$ cat src/rtl/seg7_scan_driver.sv
// Four-digit multiplexed common-anode seven-segment driver with per-frame shadow load and blanking guard.
// Optional leading-zero suppression is compiled in when SEG7_LZ_BLANK_EN is defined.
module seg7_scan_driver #(
  parameter int REFRESH_DIV  = 100000,
  parameter int BLANK_CYCLES = 16
) (
  input  logic        clk,
  input  logic        rst,
  input  logic [15:0] data_in,
  input  logic [3:0]  dp_in,
  output logic [3:0]  an,
  output logic [6:0]  seg,
  output logic        dp,
  output logic        frame_sync
);

  localparam int              CW        = $clog2(REFRESH_DIV);
  localparam logic [CW-1:0]   CNT_LAST  = CW'(REFRESH_DIV - 1);
  localparam logic [CW-1:0]   BLANK_END = CW'(BLANK_CYCLES);

  logic [CW-1:0] cnt_q, cnt_d;
  logic [1:0]    dig_q, dig_d;
  logic [15:0]   shadow_q, shadow_d;
  logic [3:0]    dp_sh_q, dp_sh_d;
  logic [3:0]    an_q, an_d;
  logic [6:0]    seg_q, seg_d;
  logic          dp_q, dp_d;
  logic          frame_sync_q, frame_sync_d;

  logic          tick;
  logic          load;
  logic          in_guard;
  logic          lz_sup;
  logic [3:0]    nib;

  function automatic logic [6:0] seg_decode(input logic [3:0] val);
    logic [6:0] s;
    unique case (val)
      4'h0: s = 7'b1000000;
      4'h1: s = 7'b1111001;
      4'h2: s = 7'b0100100;
      4'h3: s = 7'b0110000;
      4'h4: s = 7'b0011001;
      4'h5: s = 7'b0010010;
      4'h6: s = 7'b0000010;
      4'h7: s = 7'b1111000;
      4'h8: s = 7'b0000000;
      4'h9: s = 7'b0010000;
      4'hA: s = 7'b0001000;
      4'hB: s = 7'b0000011;
      4'hC: s = 7'b1000110;
      4'hD: s = 7'b0100001;
      4'hE: s = 7'b0000110;
      default: s = 7'b0001110;
    endcase
    return s;
  endfunction

  assign tick = (cnt_q == CNT_LAST);
  assign load = tick && (dig_q == 2'd3);
  assign nib  = shadow_q[{dig_q, 2'b00} +: 4];

  // A zero-length guard must not produce a constant-false compare.
  generate
    if (BLANK_CYCLES == 0) begin : g_no_guard
      assign in_guard = 1'b0;
    end else begin : g_guard
      assign in_guard = (cnt_q < BLANK_END);
    end
  endgenerate

`ifdef SEG7_LZ_BLANK_EN
  // A digit is hidden only when it and every digit to its left are zero with no decimal point.
  always_comb begin
    lz_sup = 1'b0;
    unique case (dig_q)
      2'd1:    lz_sup = (shadow_q[15:4]  == 12'h000) && !dp_sh_q[1];
      2'd2:    lz_sup = (shadow_q[15:8]  == 8'h00)   && !dp_sh_q[2];
      2'd3:    lz_sup = (shadow_q[15:12] == 4'h0)    && !dp_sh_q[3];
      default: lz_sup = 1'b0;
    endcase
  end
`else
  assign lz_sup = 1'b0;
`endif

  always_comb begin
    cnt_d        = tick ? '0 : cnt_q + 1'b1;
    dig_d        = tick ? dig_q + 2'd1 : dig_q;
    shadow_d     = shadow_q;
    dp_sh_d      = dp_sh_q;
    frame_sync_d = load;
    an_d         = 4'b1111;
    seg_d        = 7'b1111111;
    dp_d         = 1'b1;

    if (load) begin
      shadow_d = data_in;
      dp_sh_d  = dp_in;
    end

    if (!in_guard && !lz_sup) begin
      an_d  = ~(4'b0001 << dig_q);
      seg_d = seg_decode(nib);
      dp_d  = ~dp_sh_q[dig_q];
    end
  end

  always_ff @(posedge clk or negedge rst) begin
    if (!rst) begin
      cnt_q        <= '0;
      dig_q        <= 2'd0;
      shadow_q     <= 16'h0000;
      dp_sh_q      <= 4'h0;
      an_q         <= 4'b1111;
      seg_q        <= 7'b1111111;
      dp_q         <= 1'b1;
      frame_sync_q <= 1'b0;
    end else begin
      cnt_q        <= cnt_d;
      dig_q        <= dig_d;
      shadow_q     <= shadow_d;
      dp_sh_q      <= dp_sh_d;
      an_q         <= an_d;
      seg_q        <= seg_d;
      dp_q         <= dp_d;
      frame_sync_q <= frame_sync_d;
    end
  end

  assign an         = an_q;
  assign seg        = seg_q;
  assign dp         = dp_q;
  assign frame_sync = frame_sync_q;

endmodule

$ cat config.mk
export PLATFORM = sky130hd
export DESIGN_NAME = seg7_scan_driver
export DESIGN_NICKNAME = d
export VERILOG_FILES = /design/src/rtl/seg7_scan_driver.sv
export SDC_FILE = /design/constraint.sdc
export NUM_CORES = 1
export LEC_CHECK = 0
export BUFFER_PORTS_ARGS = -buffer_cell sky130_fd_sc_hd__buf_2
export CAP_MARGIN = 20
export CORE_MARGIN = 5
export CORE_UTILIZATION = 40
export CTS_CLUSTER_DIAMETER = 30
export CTS_CLUSTER_SIZE = 40
export DETAILED_ROUTE_END_ITERATION = 10
export REMOVE_ABC_BUFFERS = 1
export SYNTH_ARGS = -nofsm -noshare
export SYNTH_HDL_FRONTEND = slang
export SYNTH_SLANG_ARGS = --single-unit
$ cat constraint.sdc
create_clock -name clk -period 2.2 [get_ports clk]
set_clock_uncertainty 0.1 [all_clocks]
set_input_delay 0.33 -clock clk [delete_from_list [all_inputs] [get_ports clk]]
set_output_delay 0.33 -clock clk [all_outputs]
set_load 0.005 [all_outputs]
### After elaboration in Yosys (flattened, before gate mapping)

Memories as Yosys holds them, arrays and structs flattened.
Cells that the tools add are included.

* memory bits (read-only): 112
* bits in registers: 52
* bits of input ports: 22
* memories: 1
* logic and storage cells: 26
* output and inout bits: 13

Memory list
* (name not given): depth 16, bits a word 7, rd ports 1, clocked after memory_dff 0, wr ports 0, RTL line 38 `unique case (val)`

* reductions and logical operators: 1
* shifts and indexed selects: 2
* multiplexer cells: 6
* magnitude comparators: 2
* $add $sub $neg: 2
* bitwise operators: 2
* eq/ne operators: 2

Operators by type and width (count)
* adder 17 x 1 -> 17 bit, second input constant: 1
* equality test 17 bit, second input constant: 1
* < comparator 17 x 5 -> 1 bit, second input constant: 1
* 2-to-1 mux 17 bit: 1
* indexed part select 16 x 5 -> 4 bit: 1
* 2-to-1 mux 7 bit: 1
* 2-to-1 mux 4 bit: 1
* inverter 4 bit: 1
* left shift 1 x 2 -> 4 bit, first input constant: 1
* < comparator 2 x 3 -> 1 bit, second input constant: 1
* adder 2 x 1 -> 2 bit, second input constant: 1
* binary-select mux 1 bit (select 2 bit): 1
* equality test 2 bit, second input constant: 1
* 2-to-1 mux 1 bit: 2
* logical AND 1 bit: 1
* inverter 1 bit: 1

### Longest topological paths before layout

Gate-level depths: netlist of the first run.

* depth after elaboration: 4
* gate-level depth with buffers: 8
* gate-level depth less buffers: 7

### Worst setup path before layout of the first run

OpenSTA, ideal clock, no wires.

* path type: flip-flop to flip-flop
* start: register cnt_q[6]
* end: register dp_sh_q[0]
* data arrival time: 1.769 ns
* cell stages (with the launch flop): 6
* buffers on the path: 1
* period minus slack after synthesis: 1.994 ns
* setup time: 0.125 ns
* data required time: 1.975 ns
* slack: 0.206 ns
* cell sequence: dfrtp_1 nor4_1 nand2_1 or4_4 buf_6 mux2_4

* word-level cells in the longest chain between the ends: 2

Ends and longest elaborated chain
* start: declaration: RTL line 21 `logic [CW-1:0] cnt_q, cnt_d;`
* start signal: assignment: RTL line 120 `cnt_q <= cnt_d;`
* equality test 17 bit: RTL line 59 `assign tick = (cnt_q == CNT_LAST);`
* logical AND 1 bit: RTL line 60 `assign load = tick && (dig_q == 2'd3);`
* end signal: assignment: RTL line 123 `dp_sh_q <= dp_sh_d;`
* end: declaration: RTL line 24 `logic [3:0] dp_sh_q, dp_sh_d;`

Every way passes these cells.
A chain may end at the register's enable or synchronous reset.

### Worst setup path after layout of the first run

* start: register cnt_q[6]
* end: register shadow_q[4]

* word-level cells in the longest chain between the ends: 2

Ends and longest elaborated chain
* equality test 17 bit: RTL line 59
* logical AND 1 bit: RTL line 60
* end signal: assignment: RTL line 122 `shadow_q <= shadow_d;`
* end: declaration: RTL line 23 `logic [15:0] shadow_q, shadow_d;`

Every way passes these cells.

==> impl_metrics.tcl, run 1 <==
set metrics [dict create \
    grt_usage 0.130 \
    num_io_pins 35 \
    postSynthAreaPerCell_um2 12.9 \
    portBuffers 34 \
    vias 1591 \
    synthAdderAreaFrac 0.0549 \
    ys_seq_area_frac 0.525 \
    grt_pass1_vias 1596 \
    clk-insertion-delay-late_ns 0.31 \
    peakVddDrop_mv 0.301 \
    ant_nets 0 \
    cp_slowest_cell "or4_4" \
    cts.sinks 52 \
    path_class "flop to flop" \
    grt_pass1_wl_um 7860 \
    synth_top_family_by_area "multiplexers" \
    antenna_found_initial 0 \
    yosys.area.top_type "dfrtp_1" \
    status "finished, final reports clean" \
    initial_utilization 0.416 \
    min_path_type "input port to flop" \
    finalSetupTns_ns 0 \
    synth_area_leaders "dfrtp_1, dfstp_2, mux2_4" \
    synth_xor_area_frac 0.0489 \
    critical_path.startpoint_type "flop" \
    synth_compound_area_frac 0.0319 \
    yosys.area.top_type_share 0.399 \
    rsz0062_at_grt "no" \
    routed_wl_um 4500 \
    htree_levels 2 \
    cts_tree "built" \
    route.detailed.drc 0 \
    crit_chain "nor4_2, nand2_1, or4_4, mux2_4" \
    cp_max_fo 20 \
    hold_viol 0 \
    grt_max_degree 23 \
    rows 28 \
    ys_ff_latch 52 \
    coreArea_um2 6030 \
    drt_iter0_drc 42 \
    period_minus_slack_ns 2.12 \
    clk_pin_slew_ns 0.09 \
    synth_area_um2 2510 \
    power_density_nw_per_um2 579 \
    place_hpwl_um 3340 \
    area_delta_synth_final_pct 17.7 \
    fp.dieW_um 89.2 \
    fp.dieH_um 89.2 \
    nNetsFinal 275 \
    final_layout_size_suffix_gt1_frac 0.407 \
    ys_warn_count 0 \
    worstSetupEndpointType "flop" \
    yosys.area_share.simple 0.118 \
    root_buffer "clkbuf_8" \
    relSlewSlack 0.609 \
    synthMuxAreaShare 0.190 \
    critPathArrivalTime_ns 2.22 \
    post_dp_cell_area_um2 2840 \
    dieArea_um2 7960 \
    cpLargestDelayFamily "simple AND/OR/NAND/NOR gates" \
    cts_buffers 5 \
    critPathBufInv 0 \
    gp_congestion 0.765 \
    cts_buffer_depth 2 \
    tightestPinTransition_ns 0.582 \
    required_ns 2.30 \
    max_freq_ghz 0.471 \
    design_area_um2 2950 \
    finalCritPeriodShare 0.965 \
    final-setup-viol-count 0 \
    vias_per_cell 5.00 \
    syn_inst 194 \
    yosysUniqueCellTypes 36 \
    drv_slew 0 \
    diodes 0 \
    max_cap_viol_count 0 \
    cpPeakStageDelay_ns 0.74 \
    dr.pass1.iters 6 \
    overflow 0 \
    routedWlPerCell_um 14.1 \
    leakagePower_nw 1.39 \
]
## where the power goes
group	switching [W]	total, W	internal (W)
clock	0.000308	0.000564	0.000256
sequential	0.0000128	0.00101	0.000995
combinational	0.0000607	0.000136	0.0000757
## synthesized netlist by cell type
| cell type | n |
|---|---|
| or3_1 | 2 |
| nand2_1 | 15 |
| inv_1 | 9 |
| mux2i_1 | 3 |
| a21oi_1 | 3 |
| buf_6 | 2 |
| xor2_1 | 3 |
| mux4_2 | 5 |
| dfstp_2 | 12 |
| dfrtp_1 | 40 |
| nor2b_1 | 1 |
| or4_1 | 1 |
| mux2_2 | 3 |
| o22ai_1 | 1 |
| and3_1 | 2 |
| nor3_1 | 5 |
| o311ai_0 | 1 |
| and4_1 | 1 |
| nor2_1 | 11 |
| and2_1 | 1 |
| nand4_1 | 4 |
| nand2b_1 | 2 |
| or4b_2 | 1 |
| xnor2_1 | 11 |
| o211ai_1 | 3 |
| o21ai_0 | 2 |
| or4_4 | 1 |
| o41ai_1 | 1 |
| nand3_1 | 8 |
| mux2_4 | 20 |
| or4_2 | 1 |
| buf_2 | 3 |
| ha_1 | 11 |
| clkbuf_1 | 2 |
| o221ai_1 | 1 |
| nor4_1 | 2 |
## worst reg2reg max path, stage by stage (launching register included)
cell and delay, ns:
dfrtp_1 0.39, nor4_2 0.27, nand2_1 0.14, or4_4 0.75
mux2_4 0.37
## cells by family after synthesis
family | Yosys count
muxes | 31
and+or+nand+nor | 58
DFF | 52
buffers and inverters | 16
xor gates and xnor gates | 14
adders and majority gates | 11
AOI/OAI and AO/OA | 12
## placed cells by master (no fill, tap or decap), drive strengths merged, types with 5 or more instances in the layout
| cell | netlist | final |
|---|---|---|
| buf | 5 | 47 |
| nor2 | 11 | 11 |
| clkbuf | 2 | 7 |
| nand2 | 15 | 15 |
| mux4 | 5 | 5 |
| xnor2 | 11 | 11 |
| nand3 | 8 | 8 |
| nor3 | 5 | 5 |
| inv | 9 | 9 |
| ha | 11 | 11 |
| mux2 | 23 | 23 |
| dfstp | 12 | 12 |
| dfrtp | 40 | 40 |
## worst paths after layout
kind / start / endpoint / slack, ns / cells past startpoint
max in group asynchronous: rst / an[2] / 1.02 / 3
hold reg to reg: cnt_q[0] / cnt_q[0] / 0.39 / 1
hold / removal: dp_in[1] / dp_sh_q[1] / 0.14 / 2
min in group asynchronous: rst / shadow_q[6] / 0.37 / 2
setup reg to reg: cnt_q[6] / shadow_q[4] / 0.08 / 4
setup / recovery: cnt_q[6] / shadow_q[4] / 0.08 / 4
## flip-flops by register name, summed over array words and instances (netlist names)
name        flops
an              4
cnt_q          17
dig_q           2
dp              1
dp_sh_q         4
frame_sync      1
seg             7
shadow_q       16
## per-layer routing
layer / global-route usage / vias up / part of all wire
met5: 0 / - / 0
met4: 0.0528 / 0 / 0.016
met3: 0.0323 / 6 / 0.052
met2: 0.194 / 34 / 0.44
met1: 0.181 / 780 / 0.49
li1: - / 771 / -
## metrics by stage
stage	setup WS, ns	util	instances	total power [W]	hold WS, ns
after detailed placement	0.0559	0.471	309	0.00117	0.181
after global placement	0.0797	0.471	309	0.00116	0.180
after CTS	0.0530	0.488	318	0.00174	0.133
after floorplan	0.0622	-	187	0.00109	-0.0656
final	0.0769	0.490	318	0.00171	0.143
after global routing	0.00759	0.490	318	0.00179	0.134
## timing repair
action / CTS / global route
hold buffers: 1 / 0
resized for setup: 0 / 3
endpoints found under the hold margin: 11 / 0
setup endpoints to repair: 0 / 23
setup buffers: 0 / 0
## layout make-up
type	instances	area [um2]
Fill cell	569	3070
Sequential cell	52	1320
Multi-Input combinational cell	126	1120
Timing Repair Buffer	48	290
Tap cell	75	93.8
Clock buffer	7	86.3
Inverter	9	33.8
Clock inverter	1	7.51
No activity file was read; power rests on OpenSTA's default activity.
==> inputs of run 2 (changes only) <==
--- a/config.mk
+++ b/config.mk
@@ -8,11 +8,13 @@
 export BUFFER_PORTS_ARGS = -buffer_cell sky130_fd_sc_hd__buf_2
 export CAP_MARGIN = 20
 export CORE_MARGIN = 5
-export CORE_UTILIZATION = 40
+export CORE_UTILIZATION = 55
 export CTS_CLUSTER_DIAMETER = 30
 export CTS_CLUSTER_SIZE = 40
 export DETAILED_ROUTE_END_ITERATION = 10
+export PLACE_DENSITY = 0.77
 export REMOVE_ABC_BUFFERS = 1
+export SLEW_MARGIN = 10
 export SYNTH_ARGS = -nofsm -noshare
 export SYNTH_HDL_FRONTEND = slang
 export SYNTH_SLANG_ARGS = --single-unit
==> run 2 against run 1 <==
Compared with the run above:
- cell count fell by 7.5%
- die area decreased by 24%
- clock power down 7.3%
- routed wire length grew 2.7%
- register-to-register slack got worse by 0.02 ns
- first-iteration DRC count is 130% higher
- critical path type unchanged
- via count is 0.75% higher
- setup slack got worse by 0.016 ns
- sequential power about the same
- core utilization grew 17 points
- cell area down 1.7%
==> impl_metrics.tcl, run 2 (synthesized netlist as in run 1, its figures left out) <==
set metrics [dict create \
    cpLargestDelayFamily "simple AND/OR/NAND/NOR gates" \
    cp_slowest_cell "or4_4" \
    finalSetupTns_ns 0 \
    peakVddDrop_mv 0.451 \
    grt_pass1_vias 1663 \
    fp.dieH_um 77.5 \
    num-fill-cells 331 \
    cpPeakStageDelay_ns 0.74 \
    power_frac_seq 0.603 \
    routed_wl_um 4620 \
    cts_buffers 5 \
    gp_congestion 0.891 \
    use_met1 0.225 \
    critPathArrivalTime_ns 2.23 \
    ant_nets 0 \
    cts.sinks 52 \
    clk-insertion-delay-late_ns 0.30 \
    tightestPinTransition_ns 0.613 \
    vias 1603 \
    dieArea_um2 6010 \
    hold_viol 0 \
    max_freq_ghz 0.467 \
    required_ns 2.29 \
    path_class "flop to flop" \
    dp.cells 281 \
    htree_levels 2 \
    final_cells 294 \
    status "finished, final reports clean" \
    nNetsFinal 274 \
    cts_tree "built" \
    antenna_found_initial 0 \
    portBuffers 34 \
    min_path_type "input port to flop" \
    max_cap_viol_count 0 \
    grt_max_degree 28 \
    top_usage_layer "met2" \
    regMostFlops "cnt_q" \
    coreArea_um2 4380 \
    switchingPower_w 0.000374 \
    grt_pass1_wl_um 8080 \
    pwr-share-clk 0.313 \
    vias_per_cell 5.45 \
    drt_iter0_drc 95 \
    intPower_w 0.00130 \
    swShare 0.224 \
    dr.pass1.iters 4 \
    diodes 0 \
    num_io_pins 35 \
    grt_usage 0.170 \
    critical_path.startpoint_type "flop" \
    initial_utilization 0.572 \
    final_cell_mix "dfrtp_1, buf_2, mux2_4, nand2_1, dfstp_2" \
    leakagePower_nw 1.38 \
    place_hpwl_um 3340 \
    relSlewSlack 0.591 \
    p_comb_frac 0.084 \
    rows 24 \
    cp_max_fo 20 \
    finalCritPeriodShare 0.972 \
    holdWs_ns 0.149 \
    area_delta_synth_final_pct 15.6 \
    route.detailed.drc 0 \
    overflow 0 \
    period_minus_slack_ns 2.14 \
    grtUsageMet2 0.261 \
    final-setup-viol-count 0 \
    crit_chain "nor4_2, nand2_1, or4_4, mux2_4" \
    root_buffer "clkbuf_8" \
    fp.dieW_um 77.5 \
    largest_reg_flops 17 \
    power_density_nw_per_um2 576 \
    cts_buffer_depth 2 \
    routedWlPerCell_um 15.7 \
    final_common_cell "dfrtp_1" \
    drv_slew 0 \
    clk_pin_slew_ns 0.09 \
    met3_usage 0.0498 \
    final_layout_size_suffix_gt1_frac 0.401 \
    worstSetupEndpointType "flop" \
    critPathBufInv 0 \
]
-- run 2: cell type report --
type | count | area (um2) | area share
clock buffer | 7 | 76.3 | 0.0263
inverter | 9 | 33.8 | 0.0116
tap | 52 | 65.1 | 0.0224
clock inverter | 1 | 5.00 | 0.00173
sequential | 52 | 1320 | 0.454
multi-input combinational | 126 | 1120 | 0.386
timing repair buffer | 47 | 283 | 0.0975
-- run 2: final timing paths --
path	end	startpoint	slack [ns]	cells past startpoint
worst max-delay path	shadow_q[12]	cnt_q[6]	0.06	4
worst min-delay path	dp_sh_q[3]	dp_in[3]	0.15	2
worst max register to register	shadow_q[12]	cnt_q[6]	0.06	4
worst min register to register	cnt_q[0]	cnt_q[0]	0.39	1
max in group asynchronous	dp	rst	0.92	3
min in group asynchronous	shadow_q[1]	rst	0.47	2
-- run 2: routing by layer --
layer,wire length [um],share of wire,up-vias
met5,0,0,-
met4,73,0.016,0
met3,220,0.048,6
met2,2250,0.49,34
met1,2080,0.45,792
li1,-,-,771
-- run 2: power groups by stage --
| stage | registers [W] | logic [W] | clock network, W |
|---|---|---|---|
| finish | 0.00101 | 0.000140 | 0.000523 |
| global route | 0.00101 | 0.000159 | 0.000575 |
| CTS | 0.00101 | 0.000139 | 0.000538 |
| detailed placement | 0.00103 | 0.000137 | 0 |
| global placement | 0.00103 | 0.000132 | 0 |
| floorplan | 0.00103 | 0.0000691 | 0 |
-- run 2: what timing repair did --
| item | 4_1_cts | 5_1_grt |
|---|---|---|
| setup buffers | 0 | 4 |
| endpoints found under the setup margin | 0 | 22 |
| endpoints found under the hold margin | 20 | 0 |
| resized for setup | 0 | 2 |
| hold buffers | 1 | 0 |
-- run 2: through the flow --
step | util | total power [W] | area [um2] | setup WS, ns
floorplan | - | 0.00109 | 2460 | 0.0622
global placement | 0.632 | 0.00116 | 2770 | 0.110
detailed placement | 0.632 | 0.00116 | 2770 | 0.0660
CTS | 0.653 | 0.00169 | 2860 | 0.0498
global route | 0.662 | 0.00175 | 2900 | -0.0201
finish | 0.662 | 0.00167 | 2900 | 0.0606
==> inputs of run 3 (changes only) <==
--- a/config.mk
+++ b/config.mk
@@ -13,6 +13,7 @@
 export CTS_CLUSTER_SIZE = 40
 export DETAILED_ROUTE_END_ITERATION = 10
 export PLACE_DENSITY = 0.77
+export RECOVER_POWER = 100
 export REMOVE_ABC_BUFFERS = 1
 export SLEW_MARGIN = 10
 export SYNTH_ARGS = -nofsm -noshare
==> run 3 against run 2 <==
Compared with the run above:
- hold slack is essentially flat
- flip-flop and latch count is the same
- core utilization shrank 0.71 points
- combinational power shrank 3%
- sequential share of layout area grew 0.50 points
- power shrank 0.23%
- count of clock-buffer cells in the layout is the same
- first-iteration DRC count grew 74%
- critical path depth is the same
==> impl_metrics.tcl, run 3 (synthesized netlist as in run 1, its figures left out) <==
set metrics [dict create \
    routedWlPerCell_um 15.8 \
    final_common_cell "dfrtp_1" \
    root_buffer "clkbuf_8" \
    area_delta_synth_final_pct 14.4 \
    reg2reg_slack_ns 0.06 \
    clk_pin_slew_ns 0.09 \
    vias 1608 \
    fp.dieW_um 77.5 \
    htree_levels 2 \
    met1Wirelength_um 2110 \
    power_density_nw_per_um2 581 \
    wl_met2_um 2240 \
    regMostFlops "cnt_q" \
    power_frac_seq 0.605 \
    grt_usage 0.170 \
    portBuffers 34 \
    final-setup-viol-count 0 \
    grt_pass1_wl_um 8080 \
    diodes 0 \
    grt_max_degree 28 \
    vias_per_cell 5.47 \
    largest_reg_flops 17 \
    reg2reg_to "shadow_q[12]" \
    dpl_worst_slack_ns 0.0660 \
    dr.max_layer_used "met4" \
    drt_iter0_drc 165 \
    min_to "dp_sh_q[3]" \
    place_hpwl_um 3340 \
    cts.sinks 52 \
    antenna_found_initial 0 \
    final_layout_size_suffix_gt1_frac 0.372 \
    max_freq_ghz 0.467 \
    nNetsFinal 274 \
    cts_buffers 5 \
    overflow 0 \
    gp_congestion 0.891 \
    peakVddDrop_mv 0.451 \
    tightestPinTransition_ns 0.639 \
    max_cap_viol_count 0 \
    leakagePower_nw 1.35 \
    status "finished, final reports clean" \
    intPower_w 0.00129 \
    routed_wl_um 4650 \
    wl_met3_um 219 \
    cts_tree "built" \
    pwr-share-clk 0.314 \
    coreArea_um2 4380 \
    required_ns 2.29 \
    ant_nets 0 \
    relSlewSlack 0.574 \
    worstSetupEndpointType "flop" \
    num_io_pins 35 \
    cts_buffer_depth 2 \
    route.detailed.drc 0 \
    grt_pass1_vias 1663 \
    crit-reg2reg-launch "cnt_q[6]" \
    fp.dieH_um 77.5 \
    dr.pass1.iters 4 \
    switchingPower_w 0.000374 \
    path_class "flop to flop" \
    dieArea_um2 6010 \
    min_path_cells 2 \
    initial_utilization 0.572 \
    min_path_type "input port to flop" \
    clk-insertion-delay-late_ns 0.30 \
    cp_max_fo 20 \
    r2r_cells 4 \
    critical_path.startpoint_type "flop" \
    finalWorstSetupSlack_ns 0.0601 \
    critPathArrivalTime_ns 2.23 \
    num-fill-cells 335 \
    worstHoldStart "dp_in[3]" \
    p_comb_frac 0.082 \
    drv_slew 0 \
    rows 24 \
    final_cell_mix "dfrtp_1, buf_2, mux2_4, nand2_1, dfstp_2" \
    hold_viol 0 \
    period_minus_slack_ns 2.14 \
    finalCritPeriodShare 0.973 \
    fin_util 0.654 \
    swShare 0.225 \
]
[run 3: changes by cell type in the layout (fill, tap and decap cells not counted)]
| cell | change |
|---|---|
| clkbuf_1 | +7 |
| buf_2 | -5 |
| buf_4 | -3 |
| clkbuf_2 | +2 |
| buf_12 | -1 |
[run 3: worst max path at each step]
stage,cells after the start,slack [ns],end,startpoint
floorplan,4,0.06,dig_q[1],cnt_q[6]
global placement,4,0.11,shadow_q[0],dig_q[0]
detailed placement,4,0.07,shadow_q[12],dig_q[0]
CTS,5,0.05,seg[0],dig_q[0]
global route,4,-0.02,shadow_q[12],cnt_q[6]
finish,4,0.06,shadow_q[12],cnt_q[6]
[run 3: worst max-delay path: stages (launching register included)]
cell	delay [ns]
dfrtp_1	0.41
nor4_2	0.29
nand2_1	0.11
or4_4	0.74
mux2_4	0.37
[run 3: final cells by class]
cell class	count	area, um2	area share
sequential	52	1320	0.459
inverter	9	33.8	0.0118
timing repair buffer	47	251	0.0877
tap	52	65.1	0.0227
multi-input combinational	126	1120	0.390
clock buffer	7	76.3	0.0266
clock inverter	1	5.00	0.00174
[run 3: power groups by stage]
stage / Combinational [W] / Clock (W) / Sequential, W
after floorplan: 0.0000691 / 0 / 0.00103
after global placement: 0.000132 / 0 / 0.00103
after detailed placement: 0.000137 / 0 / 0.00103
after CTS: 0.000139 / 0.000538 / 0.00101
after global routing: 0.000154 / 0.000575 / 0.00101
final: 0.000136 / 0.000523 / 0.00101
[run 3: per-layer routing]
layer  up-vias  track usage
met4         0       0.0722
li1        771            -
met1       799        0.225
met3         6       0.0498
met5         -            0
met2        32        0.261
[run 3: repair_timing]
| item | 4_1_cts | 5_1_grt |
|---|---|---|
| resized for setup | 0 | 2 |
| endpoints found under the hold margin | 20 | 0 |
| setup endpoints to repair | 0 | 22 |
| hold buffers | 1 | 0 |
| buffers inserted | 0 | 4 |
[run 3: through the flow]
| step | hold WS [ns] | std cells | setup TNS, ns | area [um2] | total power, W |
|---|---|---|---|---|---|
| final | 0.149 | 294 | 0 | 2870 | 0.00167 |
| after global routing | 0.141 | 294 | -0.260 | 2870 | 0.00174 |
| after CTS | 0.140 | 290 | 0 | 2860 | 0.00169 |
| after detailed placement | 0.276 | 281 | 0 | 2770 | 0.00116 |
| after global placement | 0.270 | 281 | 0 | 2770 | 0.00116 |
| after floorplan | -0.0656 | 187 | 0 | 2460 | 0.00109 |
